## src/rtl/rom_loader.sv

```systemverilog
// UART boot loader: receives 8N1 bytes, parses A5/count/words/checksum packets
// and writes 16-bit words into the instruction ROM while holding the CPU in reset.
module rom_loader #(
  parameter int CLKS_PER_BIT = 16
) (
  input  logic        clk,
  input  logic        reset,
  input  logic        rx,
  output logic        wr_en,
  output logic [14:0] wr_adr,
  output logic [15:0] wr_data,
  output logic        cpu_reset,
  output logic        done,
  output logic        err
);

  localparam int CW = (CLKS_PER_BIT > 2) ? $clog2(CLKS_PER_BIT) : 1;
  localparam logic [CW-1:0] HALF_M1 = CW'(CLKS_PER_BIT/2 - 1);
  localparam logic [CW-1:0] FULL_M1 = CW'(CLKS_PER_BIT - 1);

  typedef enum logic [2:0] {R_IDLE, R_START, R_DATA, R_STOP, R_HOLD} rx_state_e;
  typedef enum logic [2:0] {P_IDLE, P_CNT_HI, P_CNT_LO, P_DATA_HI, P_DATA_LO, P_CHECK} pk_state_e;

  // ---------------- byte receiver ----------------
  logic            rx_meta_q, rx_sync_q, rx_prev_q;
  rx_state_e       rst_q, rst_d;
  logic [CW-1:0]   bcnt_q, bcnt_d;
  logic [2:0]      bit_q, bit_d;
  logic [7:0]      shift_q, shift_d;
  logic            stop_tick, byte_valid, frame_err;
  logic [7:0]      rx_byte;

  always_ff @(posedge clk) begin
    if (!reset) begin
      rx_meta_q <= 1'b1;
      rx_sync_q <= 1'b1;
      rx_prev_q <= 1'b1;
      rst_q     <= R_IDLE;
      bcnt_q    <= '0;
      bit_q     <= '0;
      shift_q   <= '0;
    end else begin
      rx_meta_q <= rx;
      rx_sync_q <= rx_meta_q;
      rx_prev_q <= rx_sync_q;
      rst_q     <= rst_d;
      bcnt_q    <= bcnt_d;
      bit_q     <= bit_d;
      shift_q   <= shift_d;
    end
  end

  always_comb begin
    rst_d   = rst_q;
    bcnt_d  = bcnt_q + CW'(1);
    bit_d   = bit_q;
    shift_d = shift_q;
    case (rst_q)
      R_IDLE: begin
        bcnt_d = '0;
        bit_d  = '0;
        if (rx_prev_q && !rx_sync_q) rst_d = R_START;
      end
      R_START: if (bcnt_q == HALF_M1) begin
        // still high at mid start bit: a glitch, not a frame
        bcnt_d = '0;
        rst_d  = rx_sync_q ? R_IDLE : R_DATA;
      end
      R_DATA: if (bcnt_q == FULL_M1) begin
        bcnt_d  = '0;
        shift_d = {rx_sync_q, shift_q[7:1]};
        bit_d   = bit_q + 3'd1;
        if (bit_q == 3'd7) rst_d = R_STOP;
      end
      R_STOP: if (bcnt_q == FULL_M1) begin
        bcnt_d = '0;
        rst_d  = rx_sync_q ? R_IDLE : R_HOLD;
      end
      R_HOLD: begin
        bcnt_d = '0;
        if (rx_sync_q) rst_d = R_IDLE;
      end
      default: rst_d = R_IDLE;
    endcase
  end

  always_comb begin
    stop_tick  = (rst_q == R_STOP) && (bcnt_q == FULL_M1);
    byte_valid = stop_tick && rx_sync_q;
    frame_err  = stop_tick && !rx_sync_q;
    rx_byte    = shift_q;
  end

  // ---------------- packet FSM ----------------
  pk_state_e   pst_q, pst_d;
  logic [7:0]  cnt_hi_q, cnt_hi_d;
  logic [15:0] rem_q, rem_d;
  logic [7:0]  hi_q, hi_d;
  logic [7:0]  chk_q, chk_d;
  logic [14:0] adr_q, adr_d;
  logic [15:0] data_q, data_d;
  logic        wen_q, wen_d;
  logic        cpu_rst_q, cpu_rst_d;
  logic        done_q, done_d;
  logic        err_q, err_d;
  logic [15:0] cnt_n;

  assign cnt_n = {cnt_hi_q, rx_byte};

  always_ff @(posedge clk) begin
    if (!reset) begin
      pst_q     <= P_IDLE;
      cnt_hi_q  <= '0;
      rem_q     <= '0;
      hi_q      <= '0;
      chk_q     <= '0;
      adr_q     <= '0;
      data_q    <= '0;
      wen_q     <= 1'b0;
      cpu_rst_q <= 1'b1;
      done_q    <= 1'b0;
      err_q     <= 1'b0;
    end else begin
      pst_q     <= pst_d;
      cnt_hi_q  <= cnt_hi_d;
      rem_q     <= rem_d;
      hi_q      <= hi_d;
      chk_q     <= chk_d;
      adr_q     <= adr_d;
      data_q    <= data_d;
      wen_q     <= wen_d;
      cpu_rst_q <= cpu_rst_d;
      done_q    <= done_d;
      err_q     <= err_d;
    end
  end

  always_comb begin
    pst_d = pst_q;
    if (frame_err) begin
      pst_d = P_IDLE;
    end else if (byte_valid) begin
      case (pst_q)
        P_IDLE:    if (rx_byte == 8'hA5) pst_d = P_CNT_HI;
        P_CNT_HI:  pst_d = P_CNT_LO;
        P_CNT_LO: begin
          if (cnt_n > 16'h8000)     pst_d = P_IDLE;
          else if (cnt_n == 16'd0)  pst_d = P_CHECK;
          else                      pst_d = P_DATA_HI;
        end
        P_DATA_HI: pst_d = P_DATA_LO;
        P_DATA_LO: pst_d = (rem_q == 16'd1) ? P_CHECK : P_DATA_HI;
        P_CHECK:   pst_d = P_IDLE;
        default:   pst_d = P_IDLE;
      endcase
    end
  end

  always_comb begin
    cnt_hi_d  = cnt_hi_q;
    rem_d     = rem_q;
    hi_d      = hi_q;
    chk_d     = chk_q;
    data_d    = data_q;
    wen_d     = 1'b0;
    cpu_rst_d = cpu_rst_q;
    done_d    = done_q;
    err_d     = err_q;
    // address advances on the edge that ends the write strobe
    adr_d     = wen_q ? adr_q + 15'd1 : adr_q;
    if (frame_err) begin
      err_d  = 1'b1;
      done_d = 1'b0;
    end else if (byte_valid) begin
      if (pst_q != P_IDLE && pst_q != P_CHECK) chk_d = chk_q ^ rx_byte;
      case (pst_q)
        P_IDLE: if (rx_byte == 8'hA5) begin
          cpu_rst_d = 1'b1;
          done_d    = 1'b0;
          err_d     = 1'b0;
          adr_d     = '0;
          chk_d     = '0;
        end
        P_CNT_HI: cnt_hi_d = rx_byte;
        P_CNT_LO: begin
          rem_d = cnt_n;
          if (cnt_n > 16'h8000) err_d = 1'b1;
        end
        P_DATA_HI: hi_d = rx_byte;
        P_DATA_LO: begin
          data_d = {hi_q, rx_byte};
          wen_d  = 1'b1;
          rem_d  = rem_q - 16'd1;
        end
        P_CHECK: begin
          if (rx_byte == chk_q) begin
            done_d    = 1'b1;
            cpu_rst_d = 1'b0;
          end else begin
            err_d = 1'b1;
          end
        end
        default: ;
      endcase
    end
  end

  assign wr_en     = wen_q;
  assign wr_adr    = adr_q;
  assign wr_data   = data_q;
  assign cpu_reset = cpu_rst_q;
  assign done      = done_q;
  assign err       = err_q;

endmodule

```

## config.mk

```make
export PLATFORM = sky130hd
export DESIGN_NAME = rom_loader
export DESIGN_NICKNAME = d
export VERILOG_FILES = /design/src/rtl/rom_loader.sv
export SDC_FILE = /design/constraint.sdc
export NUM_CORES = 1
export LEC_CHECK = 0
export BUFFER_PORTS_ARGS = -buffer_cell sky130_fd_sc_hd__buf_4
export CAP_MARGIN = 25
export CORE_ASPECT_RATIO = 1.75
export CORE_MARGIN = 2
export CORE_UTILIZATION = 35
export DETAILED_ROUTE_END_ITERATION = 10
export PLACE_DENSITY = 0.54
export SYNTH_ARGS = -nofsm -noshare
export SYNTH_HDL_FRONTEND = slang
export SYNTH_SLANG_ARGS = --single-unit
```

## constraint.sdc

```tcl
create_clock -name clk -period 2 [get_ports clk]
set_clock_uncertainty 0.15 [all_clocks]
set_input_delay 0.2 -clock clk [delete_from_list [all_inputs] [get_ports clk]]
set_output_delay 0.2 -clock clk [all_outputs]
set_load 0.02 [all_outputs]
```

-- After elaboration in Yosys (flattened, before gate mapping)
Cells that the tools add are included.
- bits in registers: 99
- output and inout port bits: 35
- logic and storage cells: 125
- add/sub/neg operators: 4
- order comparisons: 1
- eq/ne operators: 27
- multiplexer cells: 40
- bitwise operators: 4
- reductions and logical operators: 31
- operators by type and width (kind ; count):
    2-to-1 mux 15 bit ; 5
    2-to-1 mux 3 bit ; 12
    case mux 16 bit (2 select lines) ; 1
    case mux 3 bit (5 select lines) ; 2
    2-to-1 mux 8 bit ; 3
    == test 16 x 1 -> 1 bit, second input constant ; 1
    greater-than comparator 16 bit, second input constant ; 1
    logical NOT 16 bit ; 1
    != test 2 bit, second input constant ; 8
    subtractor 16 x 1 -> 16 bit, second input constant ; 1
    adder 15 x 1 -> 15 bit, second input constant ; 1
    == test 3 x 2 -> 1 bit, second input constant ; 4
    == test 3 bit, second input constant ; 4
    != test 3 bit, second input constant ; 4
    case mux 4 bit (3 select lines) ; 1
    AND reduction 3 bit ; 4
    AND reduction 5 bit ; 2
    2-to-1 mux 1 bit ; 9
    == test 8 bit ; 1
    == test 8 bit, second input constant ; 1
    2-to-1 mux 4 bit ; 2
    AND reduction 2 bit ; 4
    nonzero test 2 bit ; 4
    bitwise XOR 8 bit ; 1
    19 further kinds ; 30

-- Depth between registers and ports, before layout
Gate-level depths: netlist (run 1).
- depth after elaboration: 6
- gate-level depth with buffers: 9
- gate-level depth less buffers: 7

-- Worst setup path before layout (run 1)
No wires, ideal clock.
- path type: register to register
- start point: register rem_q[0]
- end point: register rem_q[12]
- setup time: 0.117 ns
- data arrival time: 1.909 ns
- data required time: 1.733 ns
- setup slack: -0.176 ns
- stages on the path, launching flop included: 8
- cell sequence: dfxtp_1 -> inv_1 -> ha_1 -> or4b_4 -> or3_4 -> o31ai_1 -> nand2_1 -> a32o_1
- word-level cells in the longest chain between the ends: 2
- ends and longest elaborated chain (element ; line ; RTL):
    start, declared ; 97 ; logic [15:0] rem_q, rem_d;
    start signal, assigned ; 126 ; rem_q <= rem_d;
    subtractor 16 x 1 -> 16 bit ; 193 ; rem_d = rem_q - 16'd1;
    case mux 16 bit (2 select lines) ; 176 ; case (pst_q)
No other way between the ends.
A chain may end at the register's enable or synchronous reset.

-- Worst setup path in the final report (run 1)
- start point: register rem_q[0]
- end point: register rem_q[10]
Same word-level chain as after synthesis.

==> flow_results.xml, run 1 <==
<?xml version="1.0" encoding="UTF-8"?>
<metrics>
  <group name="route">
    <metric name="vias" unit="">4286</metric>
    <metric name="drt_pass1_iterations" unit="">5</metric>
    <metric name="detail_route.wl_per_cell" unit="µm">14.9</metric>
    <metric name="route.detailed.drc" unit="">0</metric>
    <metric name="first_iter_violations" unit="">274</metric>
    <metric name="route.antenna.remaining_nets" unit="">0</metric>
    <metric name="via_per_inst" unit="">5.17</metric>
    <metric name="wirelength" unit="µm">12400</metric>
  </group>
  <group name="clocking">
    <metric name="clkTransAtPathRegs" unit="ps">70</metric>
    <metric name="clock_insertion_delay_at_the_later_pin_of_the_skew_report" unit="ps">340</metric>
    <metric name="cts_tree" unit="">built</metric>
    <metric name="numCtsBuffers" unit="">9</metric>
    <metric name="clockRootBuffer" unit="">clkbuf_16</metric>
    <metric name="cts.sink_count" unit="">99</metric>
    <metric name="cts_max_level" unit="">3</metric>
    <metric name="cts.path.max_buffers" unit="">2</metric>
  </group>
  <group name="synthesis">
    <metric name="synth_top_cells_by_count" unit="">nand2_1 (104), dfxtp_1 (99), nor2_1 (51)</metric>
    <metric name="synth-seq-cells" unit="">99</metric>
    <metric name="synth.avg_cell_area" unit="µm²">8.28</metric>
    <metric name="syn_nets" unit="">579</metric>
    <metric name="yosysSeqAreaShare" unit="">0.420</metric>
    <metric name="yosysTopAreaCell" unit="">dfxtp_1</metric>
    <metric name="synthesis.yosys.warnings" unit="">0</metric>
    <metric name="synth.top_cells.by_area" unit="">dfxtp_1 (42%), nand2_1 (8.3%), a21boi_0 (6.0%)</metric>
    <metric name="synth-edff-count" unit="">0</metric>
    <metric name="synth.top_cell.area_share" unit="">0.420</metric>
    <metric name="synthCells" unit="">570</metric>
    <metric name="synthesis.area" unit="µm²">4720</metric>
    <metric name="synth_ff_type" unit="">dfxtp_1</metric>
    <metric name="async_reset_ff_frac" unit="">0</metric>
    <metric name="synth.lib_cells_used.distinct" unit="">58</metric>
    <metric name="most_repeated_cell_in_the_gate_level_netlist_after_synthesis" unit="">nand2_1</metric>
  </group>
  <group name="global_routing">
    <metric name="grt_first_pass_wirelength" unit="µm">20500</metric>
    <metric name="global_route.usage.total" unit="">0.178</metric>
    <metric name="grt_antenna_before_repair" unit="">0</metric>
    <metric name="maximum_number_of_pins_on_one_net_before_global_route_repair" unit="">32</metric>
    <metric name="first_global_vias" unit="">4252</metric>
    <metric name="globalRoute.totalOverflow" unit="">0</metric>
  </group>
  <group name="run_status">
    <metric name="outcome" unit="">finished with violations</metric>
    <metric name="violations" unit="">negative setup slack</metric>
  </group>
  <group name="setup_path">
    <metric name="worst_r2r_path_depth" unit="">7</metric>
    <metric name="worst_setup_path_end_kind" unit="">register</metric>
    <metric name="worstSetupStartpoint" unit="">rem_q[0]</metric>
    <metric name="cp-start-kind" unit="">register</metric>
    <metric name="critical_path.endpoint" unit="">rem_q[10]</metric>
    <metric name="cp.depth" unit="">7</metric>
    <metric name="cpPeakStageDelay" unit="ps">450</metric>
    <metric name="worst-r2r-setup-slack" unit="ps">-110</metric>
    <metric name="timing.setup.critical_path_class" unit="">reg2reg</metric>
    <metric name="worst-path-max-fanout" unit="">5</metric>
    <metric name="path_delay_family" unit="">simple AND/OR/NAND/NOR gates</metric>
    <metric name="worstReg2RegEnd" unit="">rem_q[10]</metric>
    <metric name="timing.critical_path.slowest_stage_cell" unit="">or4b_4</metric>
    <metric name="timing.critical_path.buf_inv" unit="">1</metric>
    <metric name="worst_ep_required_time" unit="ps">2090</metric>
    <metric name="worst-endpoint-arrival" unit="ps">2200</metric>
    <metric name="cp_cell_sequence" unit="">inv_2, ha_4, or4b_4, or3_4, nor4_4, o21ai_1, a32o_1</metric>
    <metric name="rr_startpoint" unit="">rem_q[0]</metric>
  </group>
  <group name="floorplan">
    <metric name="placement_rows" unit="">56</metric>
    <metric name="die-area" unit="µm²">14500</metric>
    <metric name="core" unit="µm²">13300</metric>
    <metric name="die-height" unit="µm">158</metric>
    <metric name="initial_utilization" unit="">0.355</metric>
    <metric name="boundaryPins" unit="">38</metric>
    <metric name="floorplan.die.width" unit="µm">91.8</metric>
  </group>
  <group name="final_layout">
    <metric name="finish.utilization" unit="">0.458</metric>
    <metric name="diodes_inserted" unit="">0</metric>
    <metric name="layout.filler_cells" unit="">1314</metric>
    <metric name="ratio_of_cells_with_drive_above_1_in_the_final_layout" unit="">0.255</metric>
    <metric name="layout.nets" unit="">659</metric>
    <metric name="areaGrowthSynthToFinish" unit="%">29.2</metric>
  </group>
  <group name="power">
    <metric name="switching_share_of_power" unit="">0.229</metric>
    <metric name="p_switching" unit="W">0.000854</metric>
    <metric name="cellInternalPower" unit="W">0.00287</metric>
    <metric name="power.static_leakage" unit="nW">2.27</metric>
    <metric name="power-per-cell-area" unit="nW/µm²">611</metric>
    <metric name="pwr-share-seq" unit="">0.530</metric>
    <metric name="worst_vdd_rail_ir_drop" unit="µV">352</metric>
    <metric name="power.clock.fraction" unit="">0.449</metric>
    <metric name="share_comb_of_total_power" unit="">0.020</metric>
  </group>
  <group name="timing">
    <metric name="grt_setup_unrepaired" unit="">yes</metric>
    <metric name="finalMaxSlewViolations" unit="">0</metric>
    <metric name="timing.final.crit_period" unit="ps">2110</metric>
    <metric name="setup_ws" unit="ps">-114</metric>
    <metric name="max_slew.worst_pin.slew" unit="ps">561</metric>
    <metric name="worst_max_slew_margin_expressed_relative_to_the_limit" unit="">0.622</metric>
    <metric name="min_period_over_period" unit="">1.06</metric>
    <metric name="hold_violations" unit="">0</metric>
    <metric name="hold_ws" unit="ps">78.6</metric>
    <metric name="timing.final.setup_violations" unit="">3</metric>
    <metric name="max_freq" unit="MHz">473</metric>
  </group>
  <group name="min_path">
    <metric name="classification_of_the_worst_slack_hold_path" unit="">in2reg</metric>
  </group>
  <group name="placed_design">
    <metric name="detailed_place_hpwl" unit="µm">9120</metric>
    <metric name="finalWeightedCongestion" unit="">0.833</metric>
    <metric name="io_buffers" unit="">37</metric>
  </group>
  <group name="job">
    <metric name="timing.max_cap.violations" unit="">0</metric>
  </group>
</metrics>
## flip-flops by register name (all words and copies together) (netlist names)
signal	cells
bcnt_q	4
bit_q	3
chk_q	8
cnt_hi_q	8
cpu_reset	1
done	1
err	1
hi_q	8
pst_q	3
rem_q	16
rst_q	3
rx_byte	8
rx_meta_q	1
rx_prev_q	1
rx_sync_q	1
wr_adr	15
wr_data	16
wr_en	1
## area by class of cell
| cell class | count | area [µm²] | share of cell area |
|---|---|---|---|
| clock inverters | 7 | 57.6 | 0.00944 |
| clock buffers | 9 | 225 | 0.0369 |
| flip-flops and latches | 99 | 1990 | 0.326 |
| inverters | 7 | 26.3 | 0.00431 |
| well taps | 174 | 218 | 0.0357 |
| repair buffers | 110 | 886 | 0.145 |
| multi-input cells | 423 | 2700 | 0.442 |
## per-layer routing
metal  GRT usage  vias to the layer above  part of all wire
li1            -                     2141                 -
met1       0.196                     2033              0.40
met2       0.326                       85              0.53
met3      0.0267                       27             0.032
met4      0.0924                        0             0.039
met5           0                        -                 0
## layout by cell type (no fill, tap or decap), types with 12 or more instances in the layout
cell      synthesis  layout
a21boi_0         38      38
buf_4             0     103
dfxtp_1          99      94
nand2_1         104     102
nand3_1          17      14
nor2_1           51      50
nor2b_1          12      12
nor3_1           19      16
o21ai_0          22      18
xnor2_1          18      18
xor2_1           16      16
## power by group through the flow
stage / Sequential (W) / Combinational, W / Clock [W]
2_1_floorplan: 0.00202 / 0.0000483 / 0
3_3_place_gp: 0.00202 / 0.0000722 / 0
3_5_place_dp: 0.00202 / 0.0000736 / 0
4_1_cts: 0.00197 / 0.0000762 / 0.00172
5_1_grt: 0.00198 / 0.0000828 / 0.00180
6_report: 0.00198 / 0.0000752 / 0.00167
## worst register-to-register path, cell delays in order, from the launching register on
cell     delay [ps]
dfxtp_2         320
inv_2            70
ha_4            130
or4b_4          450
or3_4           390
nor4_4          170
o21ai_1          90
a32o_1          250
## timing repair
| item | CTS | global route |
|---|---|---|
| hold endpoints to repair | 1 | 0 |
| gates resized for setup | 8 | 30 |
| setup buffers | 3 | 4 |
| endpoints found under the setup margin | 33 | 73 |
| pin swaps | 5 | 5 |
| hold buffers | 1 | 0 |
## metrics by stage
step	setup WS, ps	std cells	power (W)	setup TNS [ps]	instance area, µm²
2_1_floorplan	-138	570	0.00207	-364	4750
3_3_place_gp	-137	805	0.00209	-381	5600
3_5_place_dp	-179	805	0.00209	-1200	5600
4_1_cts	-105	825	0.00377	-274	5960
5_1_grt	-177	829	0.00386	-848	6100
6_report	-114	829	0.00372	-231	6100
## worst min-delay path by stage
stage	startpoint	endpoint	slack, ps	cells past startpoint
finish	reset	rx_sync_q	80	2
CTS	reset	rx_sync_q	70	2
global route	reset	cpu_reset	100	2
global placement	rx	rx_meta_q	240	2
floorplan	rx	rx_meta_q	150	1
detailed placement	rx_meta_q	rx_sync_q	240	1
## logic make-up (layout without fill, tap and decap cells)
| group | count (synthesis) | count (layout) | share of synthesized area |
|---|---|---|---|
| flip-flops | 99 | 99 | 0.420 |
| AO/OA/AOI/OAI | 116 | 116 | 0.174 |
| XOR/XNOR | 34 | 34 | 0.0631 |
| multiplexers | 10 | 10 | 0.0215 |
| buffers and inverters | 48 | 133 | 0.0429 |
| AND/OR/NAND/NOR | 257 | 257 | 0.262 |
| adder cells (fa/ha/maj) | 6 | 6 | 0.0159 |
Note: power is estimated with default switching activity, not from simulation.
==> run 2, diff against run 1 <==
--- a/config.mk
+++ b/config.mk
@@ -7,7 +7,7 @@
 export LEC_CHECK = 0
 export BUFFER_PORTS_ARGS = -buffer_cell sky130_fd_sc_hd__buf_4
 export CAP_MARGIN = 25
-export CORE_ASPECT_RATIO = 1.75
+export CORE_ASPECT_RATIO = 1.2
 export CORE_MARGIN = 2
 export CORE_UTILIZATION = 35
 export DETAILED_ROUTE_END_ITERATION = 10
==> run 2 against run 1 <==
Compared with the run above: the flow still finishes with violations (negative setup slack); core utilization grew 1.2 points; register-to-register slack got worse by 40 ps; maximum frequency decreased by 2.1%; sequential power hardly changed; setup slack worse by 44 ps; first-iteration DRC count rose by 28%; worst hold slack gained 43 ps; non-clock buffer count grew 4; highest routed layer unchanged.
==> flow_results.xml, run 2 (same netlist as run 1, synthesis figures left out) <==
<?xml version="1.0" encoding="UTF-8"?>
<metrics>
  <group name="power">
    <metric name="worst_vdd_rail_ir_drop" unit="µV">415</metric>
    <metric name="power-per-cell-area" unit="nW/µm²">622</metric>
    <metric name="power.static_leakage" unit="nW">2.32</metric>
    <metric name="fin_total_pwr" unit="W">0.00385</metric>
  </group>
  <group name="clocking">
    <metric name="numCtsBuffers" unit="">9</metric>
    <metric name="cts.path.max_buffers" unit="">2</metric>
    <metric name="clock_insertion_delay_at_the_later_pin_of_the_skew_report" unit="ps">350</metric>
    <metric name="cts_max_level" unit="">3</metric>
    <metric name="cts_tree" unit="">built</metric>
    <metric name="clkTransAtPathRegs" unit="ps">70</metric>
    <metric name="cts.sink_count" unit="">99</metric>
    <metric name="clockRootBuffer" unit="">clkbuf_16</metric>
  </group>
  <group name="timing">
    <metric name="timing.final.setup_violations" unit="">5</metric>
    <metric name="finalMaxSlewViolations" unit="">0</metric>
    <metric name="hold_violations" unit="">0</metric>
    <metric name="setup_ws" unit="ps">-158</metric>
    <metric name="worst_max_slew_margin_expressed_relative_to_the_limit" unit="">0.711</metric>
    <metric name="max_slew.worst_pin.slew" unit="ps">431</metric>
    <metric name="min_period_over_period" unit="">1.08</metric>
    <metric name="max_freq" unit="MHz">463</metric>
    <metric name="timing.final.crit_period" unit="ps">2160</metric>
    <metric name="grt_setup_unrepaired" unit="">yes</metric>
  </group>
  <group name="job">
    <metric name="timing.max_cap.violations" unit="">0</metric>
  </group>
  <group name="setup_path">
    <metric name="rr_startpoint" unit="">rem_q[1]</metric>
    <metric name="cp-start-kind" unit="">register</metric>
    <metric name="worst_ep_required_time" unit="ps">2090</metric>
    <metric name="worst_r2r_path_depth" unit="">8</metric>
    <metric name="worstReg2RegEnd" unit="">rem_q[8]</metric>
    <metric name="worst_setup_path_end_kind" unit="">register</metric>
    <metric name="worst-r2r-setup-slack" unit="ps">-160</metric>
    <metric name="timing.setup.critical_path_class" unit="">reg2reg</metric>
    <metric name="worst-endpoint-arrival" unit="ps">2250</metric>
    <metric name="worst-path-max-fanout" unit="">4</metric>
  </group>
  <group name="floorplan">
    <metric name="initial_utilization" unit="">0.358</metric>
    <metric name="core" unit="µm²">13200</metric>
    <metric name="placement_rows" unit="">46</metric>
    <metric name="boundaryPins" unit="">38</metric>
    <metric name="floorplan.die.width" unit="µm">110</metric>
    <metric name="die-area" unit="µm²">14400</metric>
    <metric name="die-height" unit="µm">131</metric>
  </group>
  <group name="placed_design">
    <metric name="detailedPlace.worstSlack" unit="ps">-185</metric>
    <metric name="finalWeightedCongestion" unit="">0.853</metric>
    <metric name="io_buffers" unit="">37</metric>
    <metric name="detailed_place_hpwl" unit="µm">8830</metric>
  </group>
  <group name="global_routing">
    <metric name="grt_first_pass_wirelength" unit="µm">20400</metric>
    <metric name="maximum_number_of_pins_on_one_net_before_global_route_repair" unit="">38</metric>
    <metric name="global_route.usage.total" unit="">0.178</metric>
    <metric name="globalRoute.totalOverflow" unit="">0</metric>
    <metric name="first_global_vias" unit="">4166</metric>
    <metric name="grt_antenna_before_repair" unit="">0</metric>
  </group>
  <group name="final_layout">
    <metric name="layout.nets" unit="">663</metric>
    <metric name="mostFrequentLayoutCells" unit="">buf_4 (105), nand2_1 (102), dfxtp_1 (92), nor2_1 (50), a21boi_0 (35)</metric>
    <metric name="finish.utilization" unit="">0.470</metric>
    <metric name="ratio_of_cells_with_drive_above_1_in_the_final_layout" unit="">0.266</metric>
    <metric name="layout_commonest_cell" unit="">buf_4</metric>
    <metric name="areaGrowthSynthToFinish" unit="%">31.3</metric>
    <metric name="diodes_inserted" unit="">0</metric>
  </group>
  <group name="run_status">
    <metric name="outcome" unit="">finished with violations</metric>
    <metric name="violations" unit="">negative setup slack</metric>
  </group>
  <group name="min_path">
    <metric name="classification_of_the_worst_slack_hold_path" unit="">in2reg</metric>
    <metric name="hold-path-endpoint" unit="">rem_q[11]</metric>
    <metric name="worstHoldStart" unit="">reset</metric>
    <metric name="worst_hold_path.num_cells" unit="">3</metric>
  </group>
  <group name="route">
    <metric name="first_iter_violations" unit="">351</metric>
    <metric name="detail_route.wl_per_cell" unit="µm">15.1</metric>
    <metric name="drt_pass1_iterations" unit="">4</metric>
    <metric name="wirelength" unit="µm">12500</metric>
    <metric name="vias" unit="">4278</metric>
    <metric name="via_per_inst" unit="">5.17</metric>
    <metric name="route.antenna.remaining_nets" unit="">0</metric>
    <metric name="route.detailed.drc" unit="">0</metric>
  </group>
</metrics>
run 2: repair_timing:
action	4_1_cts	5_1_grt
hold endpoints to repair	1	0
hold buffers	1	0
setup endpoints to repair	8	58
resized for setup	5	49
pin swaps	4	11
setup buffers	1	5
run 2: area by class of cell:
type / instances / area, µm²
fillers: 1279 / 6980
flip-flops and latches: 99 / 1990
multi-input cells: 423 / 2750
inverters: 7 / 26.3
clock inverters: 4 / 58.8
well taps: 168 / 210
repair buffers: 114 / 915
clock buffers: 12 / 246
run 2: layer usage:
layer | vias up | global-route usage | wire length [µm]
met5 | - | 0 | 0
met4 | 0 | 0.0731 | 236
met3 | 15 | 0.0263 | 395
met2 | 77 | 0.302 | 6230
met1 | 2031 | 0.222 | 5600
li1 | 2155 | - | -
run 2: report_power, final:
| part | total, W | leakage (nW) | internal, W | switching (W) |
|---|---|---|---|---|
| clock network | 0.00180 | 0.149 | 0.00102 | 0.000777 |
| logic | 0.0000791 | 1.37 | 0.0000359 | 0.0000432 |
| registers | 0.00198 | 0.801 | 0.00197 | 0.00000397 |
| total | 0.00385 | 2.32 | 0.00303 | 0.000825 |
run 2: worst max path at each step:
stage               startpoint        end  slack (ps)  depth (start not counted)
floorplan             rem_q[1]  rem_q[10]        -140                          7
global placement      rem_q[1]  rem_q[10]        -140                          7
detailed placement    rem_q[1]  rem_q[10]        -180                          7
CTS                   rem_q[1]  rem_q[10]        -110                          7
global route          rem_q[1]  rem_q[10]        -240                          7
finish                rem_q[1]   rem_q[8]        -160                          8
run 2: per-stage QoR:
stage                     TNS, ps  cells  area (µm²)  hold WS [ps]
after global placement       -445    804        5620           235
after floorplan              -364    570        4750           151
after CTS                    -351    822        5970           130
final                        -459    827        6200           122
after detailed placement     -913    804        5620           239
after global routing        -1120    827        6200           157
run 2: worst max-delay path: stages, from the launching register on:
cell and delay (ps):
dfxtp_2 320, inv_2 70, ha_4 130, or4b_4 450, or3_4 380, buf_4 150, o21ai_2 90, nand2_1 60
a32o_1 240
